### src/rtl/bus_pkg.sv
`default_nettype none
// ============================================================================
// Module      : bus_pkg
// Description : Shared bus state codes and port encodings for the RAM arbiter.
// Revision    : 1.0 - initial release
// ============================================================================
package bus_pkg;

    typedef enum logic [1:0] {
        BUS_IDLE      = 2'd0,
        BUS_WAIT_INST = 2'd1,
        BUS_WAIT_LOAD = 2'd2,
        BUS_DBG       = 2'd3
    } bus_state_e;

    localparam logic BUS_PORT_IF = 1'b0;
    localparam logic BUS_PORT_LS = 1'b1;

endpackage
`default_nettype wire

### src/rtl/bus_lat_cnt.sv
`default_nettype none
// ============================================================================
// Module      : bus_lat_cnt
// Description : RAM read-latency counter; loads MEM_LAT-1, counts down to zero.
// Revision    : 1.0 - initial release
// ============================================================================
module bus_lat_cnt #(
    parameter int MEM_LAT = 1
) (
    input  logic clock,
    input  logic reset,
    input  logic load,
    input  logic dec,
    output logic done
);

    localparam int              c_cnt_w    = $clog2(MEM_LAT + 1);
    localparam logic [c_cnt_w-1:0] c_load_val = c_cnt_w'(MEM_LAT - 1);

    logic [c_cnt_w-1:0] r_count;

    // Saturates at zero so a stalled wait never wraps into a bogus long count
    always_ff @(posedge clock or negedge reset) begin
        if (!reset) begin
            r_count <= '0;
        end else if (load) begin
            r_count <= c_load_val;
        end else if (dec && (r_count != '0)) begin
            r_count <= r_count - c_cnt_w'(1);
        end
    end

    assign done = (r_count == '0);

endmodule
`default_nettype wire

### src/rtl/bus_arb.sv
`default_nettype none
// ============================================================================
// Module      : bus_arb
// Description : Arbitrates fetch, load/store and debug writes onto one RAM port.
//               Define BUS_ARB_RR_EN for round-robin fetch/load-store priority.
// Revision    : 1.0 - initial release
// ============================================================================
module bus_arb #(
    parameter int ADDR_W  = 32,
    parameter int DATA_W  = 32,
    parameter int MEM_LAT = 1
) (
    input  logic                clock,
    input  logic                reset,
    input  logic                dbg_wen,
    input  logic [ADDR_W-1:0]   dbg_addr,
    input  logic [DATA_W-1:0]   dbg_wdata,
    input  logic                if_req,
    input  logic [ADDR_W-1:0]   if_addr,
    output logic                if_gnt,
    output logic                if_rvalid,
    output logic [DATA_W-1:0]   if_rdata,
    input  logic                ls_req,
    input  logic                ls_we,
    input  logic [DATA_W/8-1:0] ls_wbmask,
    input  logic [ADDR_W-1:0]   ls_addr,
    input  logic [DATA_W-1:0]   ls_wdata,
    output logic                ls_gnt,
    output logic                ls_rvalid,
    output logic [DATA_W-1:0]   ls_rdata,
    output logic                mem_wen,
    output logic [DATA_W/8-1:0] mem_wbmask,
    output logic [ADDR_W-1:0]   mem_addr,
    output logic [DATA_W-1:0]   mem_wdata,
    input  logic [DATA_W-1:0]   mem_rdata,
    output logic [1:0]          bus_state
);

    import bus_pkg::*;

    bus_state_e        r_state;
    bus_state_e        w_next;
    logic [ADDR_W-1:0] r_addr;
    logic              r_if_rvalid;
    logic              r_ls_rvalid;
    logic [DATA_W-1:0] r_if_rdata;
    logic [DATA_W-1:0] r_ls_rdata;

    logic w_arb_ok;
    logic w_if_gnt;
    logic w_ls_gnt;
    logic w_rd_gnt;
    logic w_st_gnt;
    logic w_wait;
    logic w_done;
    logic w_if_fin;
    logic w_ls_fin;

    assign w_arb_ok = (r_state == BUS_IDLE) && !dbg_wen;

`ifdef BUS_ARB_RR_EN
    logic r_last;

    always_comb begin
        w_if_gnt = 1'b0;
        w_ls_gnt = 1'b0;
        if (w_arb_ok) begin
            if (if_req && ls_req) begin
                w_ls_gnt = (r_last == BUS_PORT_IF);
                w_if_gnt = (r_last == BUS_PORT_LS);
            end else begin
                w_if_gnt = if_req;
                w_ls_gnt = ls_req;
            end
        end
    end

    always_ff @(posedge clock or negedge reset) begin
        if (!reset) begin
            r_last <= BUS_PORT_LS;
        end else if (w_if_gnt) begin
            r_last <= BUS_PORT_IF;
        end else if (w_ls_gnt) begin
            r_last <= BUS_PORT_LS;
        end
    end
`else
    assign w_ls_gnt = w_arb_ok && ls_req;
    assign w_if_gnt = w_arb_ok && if_req && !ls_req;
`endif

    assign w_rd_gnt = w_if_gnt || (w_ls_gnt && !ls_we);
    assign w_st_gnt = w_ls_gnt && ls_we;
    assign w_wait   = (r_state == BUS_WAIT_INST) || (r_state == BUS_WAIT_LOAD);

    // A debug write on the final wait cycle still aborts the read
    assign w_if_fin = (r_state == BUS_WAIT_INST) && w_done && !dbg_wen;
    assign w_ls_fin = (r_state == BUS_WAIT_LOAD) && w_done && !dbg_wen;

    bus_lat_cnt #(
        .MEM_LAT (MEM_LAT)
    ) u_lat_cnt (
        .clock (clock),
        .reset (reset),
        .load  (w_rd_gnt),
        .dec   (w_wait),
        .done  (w_done)
    );

    always_comb begin
        w_next = r_state;
        case (r_state)
            BUS_IDLE: begin
                if (w_if_gnt) begin
                    w_next = BUS_WAIT_INST;
                end else if (w_ls_gnt && !ls_we) begin
                    w_next = BUS_WAIT_LOAD;
                end
            end
            BUS_WAIT_INST,
            BUS_WAIT_LOAD: begin
                if (w_done) begin
                    w_next = BUS_IDLE;
                end
            end
            default: begin
                w_next = BUS_IDLE;
            end
        endcase
        if (dbg_wen) begin
            w_next = BUS_DBG;
        end
    end

    always_ff @(posedge clock or negedge reset) begin
        if (!reset) begin
            r_state     <= BUS_IDLE;
            r_addr      <= '0;
            r_if_rvalid <= 1'b0;
            r_ls_rvalid <= 1'b0;
            r_if_rdata  <= '0;
            r_ls_rdata  <= '0;
        end else begin
            r_state     <= w_next;
            r_if_rvalid <= w_if_fin;
            r_ls_rvalid <= w_ls_fin;
            if (w_rd_gnt) begin
                r_addr <= w_if_gnt ? if_addr : ls_addr;
            end
            if (w_if_fin) begin
                r_if_rdata <= mem_rdata;
            end
            if (w_ls_fin) begin
                r_ls_rdata <= mem_rdata;
            end
        end
    end

    // The registered address keeps the RAM address stable for the whole wait
    always_comb begin
        mem_wen    = 1'b0;
        mem_wbmask = '0;
        mem_addr   = r_addr;
        mem_wdata  = '0;
        if (dbg_wen) begin
            mem_wen    = 1'b1;
            mem_wbmask = '1;
            mem_addr   = dbg_addr;
            mem_wdata  = dbg_wdata;
        end else if (w_st_gnt) begin
            mem_wen    = 1'b1;
            mem_wbmask = ls_wbmask;
            mem_addr   = ls_addr;
            mem_wdata  = ls_wdata;
        end else if (w_if_gnt) begin
            mem_addr = if_addr;
        end else if (w_ls_gnt) begin
            mem_addr = ls_addr;
        end
    end

    assign if_gnt    = w_if_gnt;
    assign ls_gnt    = w_ls_gnt;
    assign if_rvalid = r_if_rvalid;
    assign ls_rvalid = r_ls_rvalid;
    assign if_rdata  = r_if_rdata;
    assign ls_rdata  = r_ls_rdata;
    assign bus_state = r_state;

endmodule
`default_nettype wire

### config.mk
export PLATFORM = sky130hd
export DESIGN_NAME = bus_arb
export DESIGN_NICKNAME = d
export VERILOG_FILES = /design/src/rtl/bus_pkg.sv /design/src/rtl/bus_lat_cnt.sv /design/src/rtl/bus_arb.sv
export SDC_FILE = /design/constraint.sdc
export NUM_CORES = 1
export LEC_CHECK = 0
export CAP_MARGIN = 20
export CELL_PAD_IN_SITES_DETAIL_PLACEMENT = 0
export CELL_PAD_IN_SITES_GLOBAL_PLACEMENT = 1
export CORE_MARGIN = 5
export CORE_UTILIZATION = 30
export CTS_BUF_LIST = sky130_fd_sc_hd__clkbuf_2 sky130_fd_sc_hd__clkbuf_4 sky130_fd_sc_hd__clkbuf_8
export DETAILED_ROUTE_END_ITERATION = 7
export PLACE_DENSITY = 0.89
export SETUP_SLACK_MARGIN = 0.15
export SLEW_MARGIN = 20
export SYNTH_ARGS = -nofsm -noshare
export SYNTH_HDL_FRONTEND = slang
export SYNTH_SLANG_ARGS = --single-unit
### constraint.sdc
create_clock -name clock -period 4.96 [get_ports clock]
set_clock_uncertainty 0.2 [all_clocks]
set_input_delay 0.744 -clock clock [delete_from_list [all_inputs] [get_ports clock]]
set_output_delay 0.744 -clock clock [all_outputs]
set_load 0.02 [all_outputs]
# ---- Word-level counts from Yosys, hierarchy flattened
# Cells that the tools add are included.
dict set report totals {
  regBits 101
  input_bits 202
  output_inout_bits 139
  wordCells 51
}
dict set report op_classes {
  n_eq_ne 4
  n_addsub 1
  n_bitwise 1
  muxes 18
  n_reduce_logical 20
}
# cell n
set ops {}
lappend ops {{$mux 32} 7}
lappend ops {{$logic_and 1x1->1} 11}
lappend ops {{$mux 2} 4}
lappend ops {{$mux 4} 2}
lappend ops {{$mux 1} 4}
lappend ops {{$ne 4x3->1 const B} 1}
lappend ops {{$pmux 2 s2} 1}
lappend ops {{$logic_not 1->1} 3}
lappend ops {{$ne 3x3->1 const B} 1}
lappend ops {{$eq 2x1->1 const B} 1}
lappend ops {{$eq 2x2->1 const B} 1}
lappend ops {{$logic_not 2->1} 1}
lappend ops {{$logic_or 1x1->1} 2}
lappend ops {{$reduce_and 2->1} 1}
lappend ops {{$reduce_bool 2->1} 1}
lappend ops {{$reduce_or 2->1} 1}
lappend ops {{$not 1->1} 1}
lappend ops {{$sub 1x1->1 const B} 1}

# ---- Logic depth before layout (Yosys ltp)
dict set report depth {
  word_depth 8
  ltp_mapped 9
  mapped_depth_nobuf 6
}

# ---- Hierarchy
# Synthesis repeated with hierarchy kept, for this count alone.
dict set report unflattened {
  hier_cells 553
  area_unflattened_um2 5728.0
}
# module cells_per_inst area_per_inst_um2 instances
set modules_own_cells {}
lappend modules_own_cells {bus_arb 550 5686.7 1}
lappend modules_own_cells {bus_lat_cnt 3 41.3 1}

# ---- Worst setup path after synthesis
# Ideal clock, no wire load.
dict set report synth_path {
  path_kind {input -> output}
  start {input port ls_req}
  end {output port mem_addr[17]}
  stages 6
  arrival_ns 2.235
  setup_slack_ns 1.781
  path_buffers 2
  path_cell_list {clkbuf_1 -> inv_1 -> nor2_1 -> clkbuf_1 -> o21ai_0 -> a31oi_1}
}
dict set report synth_via {
  elab_chain_len 5
  word_cells_on_any_way 8
  classes_between {4 x mux; 4 x reduce/logical}
}
# item line_no
set synth_rtl {}
lappend synth_rtl {{start: declaration} bus_arb.sv:23} ;# input logic ls_req,
lappend synth_rtl {{$logic_and 1x1->1 *} bus_arb.sv:88} ;# assign w_ls_gnt = w_arb_ok && ls_req;
lappend synth_rtl {{net ls_gnt} bus_arb.sv:28} ;# output logic ls_gnt,
lappend synth_rtl {{$mux 32} bus_arb.sv:177} ;# end else if (w_ls_gnt) begin
lappend synth_rtl {{$mux 32} bus_arb.sv:175} ;# end else if (w_if_gnt) begin
lappend synth_rtl {{$mux 32 *} bus_arb.sv:170} ;# end else if (w_st_gnt) begin
lappend synth_rtl {{$mux 32 *} bus_arb.sv:165} ;# if (dbg_wen) begin
lappend synth_rtl {{end: declaration} bus_arb.sv:33} ;# output logic [ADDR_W-1:0] mem_addr,
# Mark *: on every way through the listed nets, which the timed path passes. The rest lies on a longest branch.

# ---- Worst setup path in the final report
dict set report layout_path {
  start {register r_state[0], in the netlist bus_state[0]}
  end {output port mem_addr[1]}
}
dict set report layout_via {
  elab_chain_len 7
  word_cells_on_any_way 10
  classes_between {4 x mux; 6 x reduce/logical}
}
# item line_no
set layout_rtl {}
lappend layout_rtl {{start: declaration} bus_arb.sv:41} ;# bus_state_e r_state;
lappend layout_rtl {{start signal: assignment} bus_arb.sv:144} ;# r_state <= w_next;
lappend layout_rtl {{$logic_not 2->1 *} bus_arb.sv:59} ;# assign w_arb_ok = (r_state == BUS_IDLE) && !dbg_wen;
lappend layout_rtl {{$logic_and 1x1->1 *} bus_arb.sv:59}
lappend layout_rtl {{$logic_and 1x1->1 (on tied branches)} {bus_arb.sv:88, bus_arb.sv:89}}
lappend layout_rtl {{$mux 32 or $logic_and 1x1->1 (tied branches)} {bus_arb.sv:177, bus_arb.sv:89}}
lappend layout_rtl {{$mux 32} bus_arb.sv:175}
lappend layout_rtl {{$mux 32 *} bus_arb.sv:170}
lappend layout_rtl {{$mux 32 *} bus_arb.sv:165}
# Every way passes the cells marked *; elsewhere a longest branch is shown, timed or not.

==> impl_metrics.json <==
{
  "ys_ff_latch": 101,
  "maxSlewHeadroom": 0.3421,
  "max_freq_mhz": 236.7,
  "rows": 50,
  "portBuffers": 340,
  "cp-startpoint": "bus_state[0]",
  "wl_per_cell_um": 19.19,
  "drv_slew": 0,
  "switching_share": 0.3352,
  "layout.nets": 1082,
  "p_comb_frac": 0.414,
  "die_h_um": 146.9,
  "finish.utilization": 0.5082,
  "final_cells": 1116,
  "routed_wl_um": 21420,
  "post-route-drc-count": 0,
  "cts.clk_slew.worst_paths_ps": 100,
  "holdBufCountCts": 0,
  "dp_hpwl_um": 16090,
  "cp-endpoint": "mem_addr[1]",
  "async_reset_ff_frac": 1.000,
  "ys.flop_type": "dfrtp_1",
  "grt_max_degree": 65,
  "yosys_warnings": 0,
  "drt_iter0_markers": 222,
  "syn_area_per_cell_um2": 9.998,
  "p_int_mw": 1.888,
  "crit-reg2reg-launch": "bus_state[0]",
  "ios": 341,
  "drv_cap": 0,
  "area.growth.synth_to_final_pct": 68.05,
  "reg2reg_to": "r_addr[26]",
  "dr.pass1.iters": 5,
  "p_seq_frac": 0.389,
  "dp_cells": 1100,
  "cp.arrival_ps": 3280,
  "clkPwrFrac": 0.197,
  "cp.required_ps": 4020,
  "cp-start-kind": "flip-flop",
  "clk_latency_ps": 370,
  "via_per_inst": 5.119,
  "layout_common_cells": "clkdlybuf4s50_1 (338), dfrtp_1 (101), mux2_2 (64), o21ai_0 (55), nand2_1 (54)",
  "grt_overflow": 0,
  "n_antenna_cell": 0,
  "cts_max_path_buffers": 2,
  "multi_input_area_um2": 2839,
  "core_area_um2": 18580,
  "grt_pass1_wl_um": 33520,
  "die_w_um": 146.9,
  "cp-end-kind": "primary output",
  "status": "finished clean",
  "netlist_area_um2": 5619,
  "routabilityCongestion": 0.7893,
  "setup_violations": 0,
  "path_max_fanout": 43,
  "min_period_ps": 4224,
  "reg2reg_depth": 6,
  "fin_crit_sh": 0.8516,
  "r2r_slack_ps": 2260,
  "vdd_drop_max_mv": 0.2577,
  "cts_resized": 0,
  "p_switching_mw": 0.9520,
  "setup_ws_ps": 735.9,
  "synth_nets": 767,
  "numCtsBuffers": 9,
  "power_leakage_nw": 3.732,
  "p_per_area_nw_per_um2": 300.8,
  "crit_type": "reg -> out",
  "hp-class": "in -> async",
  "worst_slew_pin_slew_ps": 985.8,
  "tritoncts": "done",
  "place_ws_ps": 915.7,
  "initial_core_util": 0.3024,
  "hold_violations": 0,
  "seq_area_um2": 2527,
  "ys_types": 28,
  "clock-root-buffer": "clkbuf_8",
  "fillers": 1696,
  "grt_pass1_vias": 5932,
  "grtUsageTotal": 0.1940,
  "htreeDepth": 3,
  "synth_seq_area_share": 0.4498,
  "ant_nets": 0,
  "clkSinkCount": 101,
  "layout-drive-gt1-share": 0.1202,
  "routed-via-count": 5713,
  "syn_inst": 562,
  "rsz0062_at_grt": "false",
  "final_common_cell": "clkdlybuf4s50_1",
  "die_area_um2": 21570,
  "synth_edf_count": 0,
  "fin_setup_tns_ps": 0,
  "antenna_found_initial": 1,
  "post_cts_buffers": 0
}
worst max-delay path, stage by stage, from the launching register on:
cell,delay [ps]
dfrtp_1,440
inv_1,110
ha_1,350
nand2b_1,280
nor3b_4,260
buf_4,470
a21oi_1,140
a31oi_1,220
clkdlybuf4s50_1,630
layer usage:
layer  share of wire  track usage  wire (um)  up-vias
li1                -            -          -     2704
met1            0.42       0.2452       8918     2731
met2            0.45       0.3061       9708      253
met3            0.12      0.08020       2472       23
met4           0.015      0.05456        313        2
met5         0.00033            0          7        -
synth_stat cells, types with 2 or more instances:
master,n,area (um2)
a31oi_1,33,206.5
nor3b_2,3,37.54
a22o_1,32,280.3
nand2b_1,33,206.5
mux2i_1,20,200.2
buf_6,2,22.52
nand2_1,54,202.7
dfrtp_1,101,2527
o21ai_0,56,280.3
nor2_1,7,26.28
a21oi_1,33,165.2
buf_2,11,55.05
a21o_1,4,30.03
ha_1,3,37.54
a222oi_1,12,120.1
mux2_2,64,720.7
inv_1,17,63.81
clkbuf_1,36,135.1
o31ai_1,32,240.2
cells by family (layout without fill, tap and decap cells):
| group | after synthesis | count (layout) | share of synthesized area |
|---|---|---|---|
| compound gates | 204 | 204 | 0.2383 |
| simple gates | 102 | 102 | 0.09018 |
| flops | 101 | 101 | 0.4498 |
| mux | 84 | 84 | 0.1639 |
| buf+inv | 68 | 388 | 0.05121 |
| fa+ha+maj | 3 | 3 | 0.006681 |
through the flow:
step / area, um2 / hold WS, ps / total power, mW
floorplan: 5619 / 248.4 / 1.653
global placement: 9234 / 263.1 / 2.286
detailed placement: 9234 / 269.6 / 2.301
CTS: 9443 / 285.1 / 2.885
global route: 9443 / 311.8 / 3.021
finish: 9443 / 271.5 / 2.840
sequential cells by signal, indices dropped and copies added, names as in the netlist:
register,cells
if_rdata,32
ls_rdata,32
u_lat_cnt.r_count,1
ls_rvalid,1
bus_state,2
r_addr,32
if_rvalid,1
area by class of cell:
cell class | instances | area share
Timing Repair Buffer | 355 | 0.3718
Sequential cell | 101 | 0.2677
Multi-Input combinational cell | 393 | 0.3006
Inverter | 17 | 0.006758
Clock buffer | 10 | 0.01391
Tap cell | 234 | 0.03101
Clock inverter | 6 | 0.008215
worst min path at each step:
stage / to / slack [ps]
floorplan: bus_state[0] / 250
global placement: r_addr[10] / 260
detailed placement: r_addr[15] / 270
CTS: r_addr[12] / 290
global route: r_addr[30] / 310
finish: r_addr[15] / 270
power by group through the flow:
stage / sequential, mW / clock (mW) / combinational [mW]
global route: 1.13 / 0.629 / 1.26
detailed placement: 1.12 / 0 / 1.18
global placement: 1.11 / 0 / 1.17
floorplan: 1.26 / 0 / 0.389
finish: 1.11 / 0.559 / 1.18
CTS: 1.11 / 0.592 / 1.19
Power figures use the tool's default switching activity.
